==> src/rtl/cpu_ctrl_fsm_if.sv <==
// cpu_ctrl_fsm_if: IFU and LSU request/response handshake bundle
interface cpu_ctrl_fsm_if;
  logic ifu_reqValid, ifu_respValid, ifu_respErr;
  logic lsu_reqValid, lsu_wen, lsu_respValid, lsu_respErr;
  modport master (
    output ifu_reqValid, lsu_reqValid, lsu_wen,
    input  ifu_respValid, ifu_respErr, lsu_respValid, lsu_respErr
  );
  modport slave (
    input  ifu_reqValid, lsu_reqValid, lsu_wen,
    output ifu_respValid, ifu_respErr, lsu_respValid, lsu_respErr
  );
endinterface

==> src/rtl/cpu_ctrl_fsm.sv <==
// cpu_ctrl_fsm: multi-cycle fetch/load/store/exec sequencer with traps, wait timeout, debug halt and retire count
module cpu_ctrl_fsm #(
  parameter int TIMEOUT_W = 8,
  parameter int TIMEOUT = 200,
  parameter int RETIRE_W = 32
) (
  input  logic                clock,
  input  logic                reset_n,
  cpu_ctrl_fsm_if.master      mem,
  input  logic                dec_load,
  input  logic                dec_store,
  input  logic                dec_branch,
  input  logic                dec_ebreak,
  input  logic                dec_multi,
  input  logic                exec_done,
  input  logic                halt_req,
  output logic                reg_wen,
  output logic                pc_wen,
  output logic                exec_start,
  output logic                finished,
  output logic                ebreak,
  output logic                trap,
  output logic [1:0]          trap_cause,
  output logic [RETIRE_W-1:0] retired,
  output logic [2:0]          state
);
  typedef enum logic [2:0] {START, FETCH, LOAD, STORE, EXEC_MC, EXEC, TRAP, HALT} state_t;
  localparam logic [TIMEOUT_W-1:0] LIMIT = TIMEOUT_W'(TIMEOUT - 1);
  state_t cur, nxt;
  logic ifu_inflight, lsu_inflight, ifu_acc, lsu_acc, timeout, waiting, brk;
  logic ifu_req, lsu_req, lsu_st, reg_w, pc_w, ex_st;
  logic [1:0] cause;
  logic [TIMEOUT_W-1:0] wait_cnt;
  // A response only counts when its unit has a request outstanding; stale ones are dropped
  assign ifu_acc = mem.ifu_respValid & ifu_inflight;
  assign lsu_acc = mem.lsu_respValid & lsu_inflight;
  assign timeout = (TIMEOUT != 0) && (wait_cnt == LIMIT);
  assign waiting = cur == FETCH || cur == LOAD || cur == STORE;
  // Strobes are forced low while reset is held so nothing leaks out of START
  assign mem.ifu_reqValid = reset_n & ifu_req;
  assign mem.lsu_reqValid = reset_n & lsu_req;
  assign mem.lsu_wen = reset_n & lsu_st;
  assign reg_wen = reset_n & reg_w;
  assign pc_wen = reset_n & pc_w;
  assign exec_start = reset_n & ex_st;
  assign state = cur;
  // Next state and strobes; an accepted response beats a timeout, an error beats the decoded class
  always_comb begin
    nxt = cur;
    ifu_req = 1'b0;
    lsu_req = 1'b0;
    lsu_st = 1'b0;
    reg_w = 1'b0;
    pc_w = 1'b0;
    ex_st = 1'b0;
    brk = 1'b0;
    cause = 2'd0;
    case (cur)
      START: begin
        ifu_req = 1'b1;
        nxt = FETCH;
      end
      FETCH: begin
        ifu_req = !ifu_acc;
        if (ifu_acc) begin
          if (mem.ifu_respErr) begin
            nxt = TRAP;
            cause = 2'd1;
          end else if (dec_load) begin
            lsu_req = 1'b1;
            nxt = LOAD;
          end else if (dec_store) begin
            lsu_req = 1'b1;
            lsu_st = 1'b1;
            nxt = STORE;
          end else if (dec_multi) begin
            ex_st = 1'b1;
            nxt = EXEC_MC;
          end else if (dec_ebreak) begin
            brk = 1'b1;
            nxt = HALT;
          end else begin
            reg_w = !dec_branch;
            pc_w = 1'b1;
            nxt = EXEC;
          end
        end else if (timeout) begin
          nxt = TRAP;
          cause = 2'd3;
        end
      end
      LOAD: begin
        lsu_req = !lsu_acc;
        if (lsu_acc) begin
          nxt = mem.lsu_respErr ? TRAP : EXEC;
          cause = mem.lsu_respErr ? 2'd2 : 2'd0;
          reg_w = !mem.lsu_respErr;
          pc_w = !mem.lsu_respErr;
        end else if (timeout) begin
          nxt = TRAP;
          cause = 2'd3;
        end
      end
      STORE: begin
        lsu_req = !lsu_acc;
        lsu_st = !lsu_acc;
        if (lsu_acc) begin
          nxt = mem.lsu_respErr ? TRAP : EXEC;
          cause = mem.lsu_respErr ? 2'd2 : 2'd0;
          pc_w = !mem.lsu_respErr;
        end else if (timeout) begin
          nxt = TRAP;
          cause = 2'd3;
        end
      end
      EXEC_MC: begin
        reg_w = exec_done;
        pc_w = exec_done;
        nxt = exec_done ? EXEC : EXEC_MC;
      end
      EXEC: begin
        ifu_req = !halt_req;
        nxt = halt_req ? HALT : FETCH;
      end
      TRAP: nxt = HALT;
      default: nxt = HALT;
    endcase
  end
  // State, inflight tracking, wait counter, sticky flags and retire bookkeeping
  always_ff @(posedge clock or negedge reset_n) begin
    if (!reset_n) begin
      cur <= START;
      finished <= 1'b0;
      ebreak <= 1'b0;
      trap <= 1'b0;
      trap_cause <= 2'd0;
      retired <= '0;
      ifu_inflight <= 1'b0;
      lsu_inflight <= 1'b0;
      wait_cnt <= '0;
    end else begin
      cur <= nxt;
      finished <= cur == EXEC;
      retired <= retired + RETIRE_W'(cur == EXEC);
      ifu_inflight <= ifu_req | (ifu_inflight & ~ifu_acc);
      lsu_inflight <= lsu_req | (lsu_inflight & ~lsu_acc);
      wait_cnt <= (waiting && nxt == cur) ? wait_cnt + TIMEOUT_W'(1) : '0;
      ebreak <= ebreak | brk;
      if (cause != 2'd0 && !trap) begin
        trap <= 1'b1;
        trap_cause <= cause;
      end
    end
  end
endmodule

==> src/flat_wrapper.sv <==
// flat-port wrapper written by rule: the top's interface ports become plain ports
module cpu_ctrl_fsm_flat 
#(
  parameter int TIMEOUT_W = 8,
  parameter int TIMEOUT = 200,
  parameter int RETIRE_W = 32
)
  (clock, reset_n, dec_load, dec_store, dec_branch, dec_ebreak, dec_multi, exec_done, halt_req, reg_wen, pc_wen, exec_start, finished, ebreak, trap, trap_cause, retired, state, mem_ifu_reqValid, mem_lsu_reqValid, mem_lsu_wen, mem_ifu_respValid, mem_ifu_respErr, mem_lsu_respValid, mem_lsu_respErr);
  cpu_ctrl_fsm_if mem_i ();
  input  logic clock;
  input  logic reset_n;
  input  logic dec_load;
  input  logic dec_store;
  input  logic dec_branch;
  input  logic dec_ebreak;
  input  logic dec_multi;
  input  logic exec_done;
  input  logic halt_req;
  output logic reg_wen;
  output logic pc_wen;
  output logic exec_start;
  output logic finished;
  output logic ebreak;
  output logic trap;
  output logic [1:0] trap_cause;
  output logic [RETIRE_W-1:0] retired;
  output logic [2:0] state;
  output wire logic [$bits(mem_i.ifu_reqValid)-1:0] mem_ifu_reqValid;
  output wire logic [$bits(mem_i.lsu_reqValid)-1:0] mem_lsu_reqValid;
  output wire logic [$bits(mem_i.lsu_wen)-1:0] mem_lsu_wen;
  input wire logic [$bits(mem_i.ifu_respValid)-1:0] mem_ifu_respValid;
  input wire logic [$bits(mem_i.ifu_respErr)-1:0] mem_ifu_respErr;
  input wire logic [$bits(mem_i.lsu_respValid)-1:0] mem_lsu_respValid;
  input wire logic [$bits(mem_i.lsu_respErr)-1:0] mem_lsu_respErr;
  assign mem_ifu_reqValid = mem_i.ifu_reqValid;
  assign mem_lsu_reqValid = mem_i.lsu_reqValid;
  assign mem_lsu_wen = mem_i.lsu_wen;
  assign mem_i.ifu_respValid = mem_ifu_respValid;
  assign mem_i.ifu_respErr = mem_ifu_respErr;
  assign mem_i.lsu_respValid = mem_lsu_respValid;
  assign mem_i.lsu_respErr = mem_lsu_respErr;
  cpu_ctrl_fsm #(.TIMEOUT_W(TIMEOUT_W), .TIMEOUT(TIMEOUT), .RETIRE_W(RETIRE_W)) u_core (.clock(clock), .reset_n(reset_n), .mem(mem_i), .dec_load(dec_load), .dec_store(dec_store), .dec_branch(dec_branch), .dec_ebreak(dec_ebreak), .dec_multi(dec_multi), .exec_done(exec_done), .halt_req(halt_req), .reg_wen(reg_wen), .pc_wen(pc_wen), .exec_start(exec_start), .finished(finished), .ebreak(ebreak), .trap(trap), .trap_cause(trap_cause), .retired(retired), .state(state));
endmodule
==> config.mk <==
export PLATFORM = sky130hd
export DESIGN_NAME = cpu_ctrl_fsm_flat
export DESIGN_NICKNAME = d
export VERILOG_FILES = /design/src/rtl/cpu_ctrl_fsm_if.sv /design/src/rtl/cpu_ctrl_fsm.sv /design/src/flat_wrapper.sv
export SDC_FILE = /design/constraint.sdc
export NUM_CORES = 1
export LEC_CHECK = 0
export CORE_ASPECT_RATIO = 1.1
export CORE_UTILIZATION = 50
export CTS_BUF_LIST = sky130_fd_sc_hd__clkbuf_4 sky130_fd_sc_hd__clkbuf_8 sky130_fd_sc_hd__clkbuf_16
export DETAILED_ROUTE_END_ITERATION = 8
export PLACE_DENSITY = 0.75
export SLEW_MARGIN = 20
export SYNTH_ARGS = -nofsm -noshare
export SYNTH_HDL_FRONTEND = slang
export SYNTH_SLANG_ARGS = --single-unit
==> constraint.sdc <==
create_clock -name clock -period 3.6 [get_ports clock]
set_input_delay 0.72 -clock clock [delete_from_list [all_inputs] [get_ports clock]]
set_output_delay 0.72 -clock clock [all_outputs]
set_load 0.02 [all_outputs]
==> flow_summary.toml <==
[status]
outcome = "finished, violations left"
failed_checks = "design-rule violations"

[route]
vias_per_cell = 5.69
via_count = 2161
drt-total-wl_mm = 5.55
wl_per_cell_um = 14.6
first_iter_violations = 105
drc = 4
drtAntennaViolNets = 0
firstDrtPassIters = 8

[sta]
worst_slack_ns = 0.157
slew_viol_final = 0
tns_ns = 0
clock.fmax_ghz = 0.290
setup_viol = 0
period_needed_ns = 3.44
slew_headroom = 0.506
rsz0062_at_grt = "no"
fin_skew_ns = 0.00883
hold_viol_final = 0
fin_crit_sh = 0.956
worst_pin_slew_ns = 0.741

[hold_path]
worst_hold_path_type = "in -> async"

[worst_setup_path]
path_cells = "clkdlybuf4s50_1 -> nand2_1 -> nor4b_2 -> nand3_1 -> a21oi_1 -> clkdlybuf4s50_1"
end_kind = "output pin"
crit_fanout = 5
cp.arrival_ns = 2.72
crit_type = "in -> out"
critPathSlowestCell = "clkdlybuf4s50_1"
cp-start-kind = "primary input"
required_ns = 2.88
crit_top_cell = "clkdlybuf4s50_1"
max_stage_delay_ns = 0.62

[place]
placedCellCount = 372
pre_cts_ws_ns = 0.144
portBuffers = 58
finalWeightedCongestion = 0.917
dpl.hpwl_mm = 4.06

[floorplanning]
dieArea_um2 = 5560
core_area_um2 = 5030
initial_core_util = 0.523
die_w_um = 71.2
die_y_um = 78.1
rows = 27
ioPinCount = 59

[clock_network]
numCtsBuffers = 5
clock-sinks = 50
cts_root_buf = "clkbuf_8"
cts_tree = "done"
hold_buffers = 0
cts.repair.resized = 0
clk_path_buf_depth = 2
insertion_delay_ns = 0.29
h-tree-depth = 2
cts.clk_slew.worst_paths_ns = 0.09
post_cts_buffers = 0

[synth]
synth_top_family_by_area = "simple AND/OR/NAND/NOR gates"
synth_compound_area_frac = 0.0861
syn_nets = 273
syn_area_per_cell_um2 = 10.2
synth_cell_type_count = 50
netlist_instances = 257
yosysTopAreaCell = "dfrtp_1"
yosys-top-cells-count = "dfrtp_1 (50), xor2_1 (24), nand3_1 (18)"
seq_area_frac_synth = 0.476
synthMuxAreaShare = 0
synth_top_area_frac = 0.476
async_flop_share = 1.00
yosysWarnings = 0
synthTopCellsByArea = "dfrtp_1 (48%), xor2_1 (8.0%), xnor2_1 (4.0%)"
synthesis.area_um2 = 2630
yosysMostFrequentCell = "dfrtp_1"
synth_xor_area_frac = 0.120
synth_ff_type = "dfrtp_1"
synth-adder-area-share = 0.0143
synthSimpleGateAreaFrac = 0.277
synth_edf_count = 0
ys_ff_latch = 50

[layout]
final_nets = 337
antenna_cells = 0
stdcell_count = 380
fin_util = 0.677
layout-drive-gt1-share = 0.0932
area_growth_pct = 29.5
fill_cells = 415

[global_routing]
grt_max_degree = 27
grt_pass1_vias = 2072
grt_pass1_wl_mm = 9.60
grt_usage = 0.216
grt-ovfl-total = 0
antenna_found_initial = 0

[pwr]
p_total_w = 0.00166
peakVddDrop_v = 0.000341
p_leak_nw = 1.49
power.density_nw_per_um2 = 486

[run]
drv_cap = 0
## layout by cell type, fill, tap and decap left out, types with 2 or more instances in the layout
cell type and count:
clkdlybuf4s50_1 57, dfrtp_1 50, xor2_1 24, nand3_1 18, nand2_1 17, nor2_1 12
xnor2_1 12, nor3_1 11, inv_1 9, nor4_1 9, o21ai_0 9, buf_4 7
nand4_1 6, a21oi_1 6, nor2b_1 5, clkbuf_8 5, and3_1 4, nor4_2 4
and4_1 3, and2_1 3, or3_1 3, o22ai_1 3, ha_1 3, and3b_1 2
nand4_2 2, or4_1 2, nor4_4 2, nor3b_1 2, o31ai_1 2, nand3b_1 2
nand2b_1 2, or2_2 2, a21boi_0 2
## worst max-delay path, delay by kind of cell
kind | cells | cell delay, ns
AND/OR/NAND/NOR | 3 | 0.73
buffers and inverters | 2 | 1.12
AO/OA/AOI/OAI | 1 | 0.17
## sequential cells by signal, summed over array words and instances (netlist names)
name / flops
u_core.retired: 32
u_core.wait_cnt: 8
u_core.state: 3
u_core.trap_cause: 2
u_core.ebreak: 1
u_core.finished: 1
u_core.ifu_inflight: 1
u_core.lsu_inflight: 1
u_core.trap: 1
## layout make-up
type,count,area (µm²),area share
multi-input combinational,190,1310,0.384
clock inverter,2,37.5,0.0110
inverter,9,33.8,0.00991
tap,58,72.6,0.0213
sequential,50,1250,0.367
clock buffer,6,76.3,0.0224
timing repair buffer,65,628,0.184
## worst paths after layout
path	slack (ns)	start	endpoint	cells after the start
max	0.16	mem_ifu_respValid	reg_wen	6
min	0.35	reset_n	u_core.wait_cnt[3]	1
max reg2reg	1.08	u_core.state[1]	u_core.retired[9]	7
min reg2reg	0.47	u_core.retired[31]	u_core.retired[31]	1
max in group asynchronous	2.55	reset_n	u_core.retired[1]	2
min in group clock	0.47	u_core.retired[31]	u_core.retired[31]	1
## routing by layer
layer / wire length (µm) / vias up / GRT usage
li1: - / 1058 / -
met4: 59 / 0 / 0.0520
met5: 0 / - / 0
met2: 2700 / 61 / 0.358
met3: 190 / 6 / 0.0359
met1: 2600 / 1036 / 0.295
## where the power goes
| part | switching [W] | internal (W) | leakage (nW) |
|---|---|---|---|
| clock | 0.000183 | 0.000215 | 0.0548 |
| combinational | 0.000321 | 0.000242 | 0.763 |
| sequential | 0.0000620 | 0.000632 | 0.671 |
## through the flow
step	cell area, µm²	hold WS, ns
floorplan	2630	0.424
global placement	3290	0.457
detailed placement	3290	0.457
CTS	3410	0.361
global route	3410	0.370
finish	3410	0.350
## kinds of logic after synthesis
kind of cell / after synthesis
and+or+nand+nor: 116
DFF: 50
xor gates and xnor gates: 36
AOI/OAI and AO/OA: 35
buffers and inverters: 17
adders and majority gates: 3
Note: power is estimated with default switching activity, not from simulation.
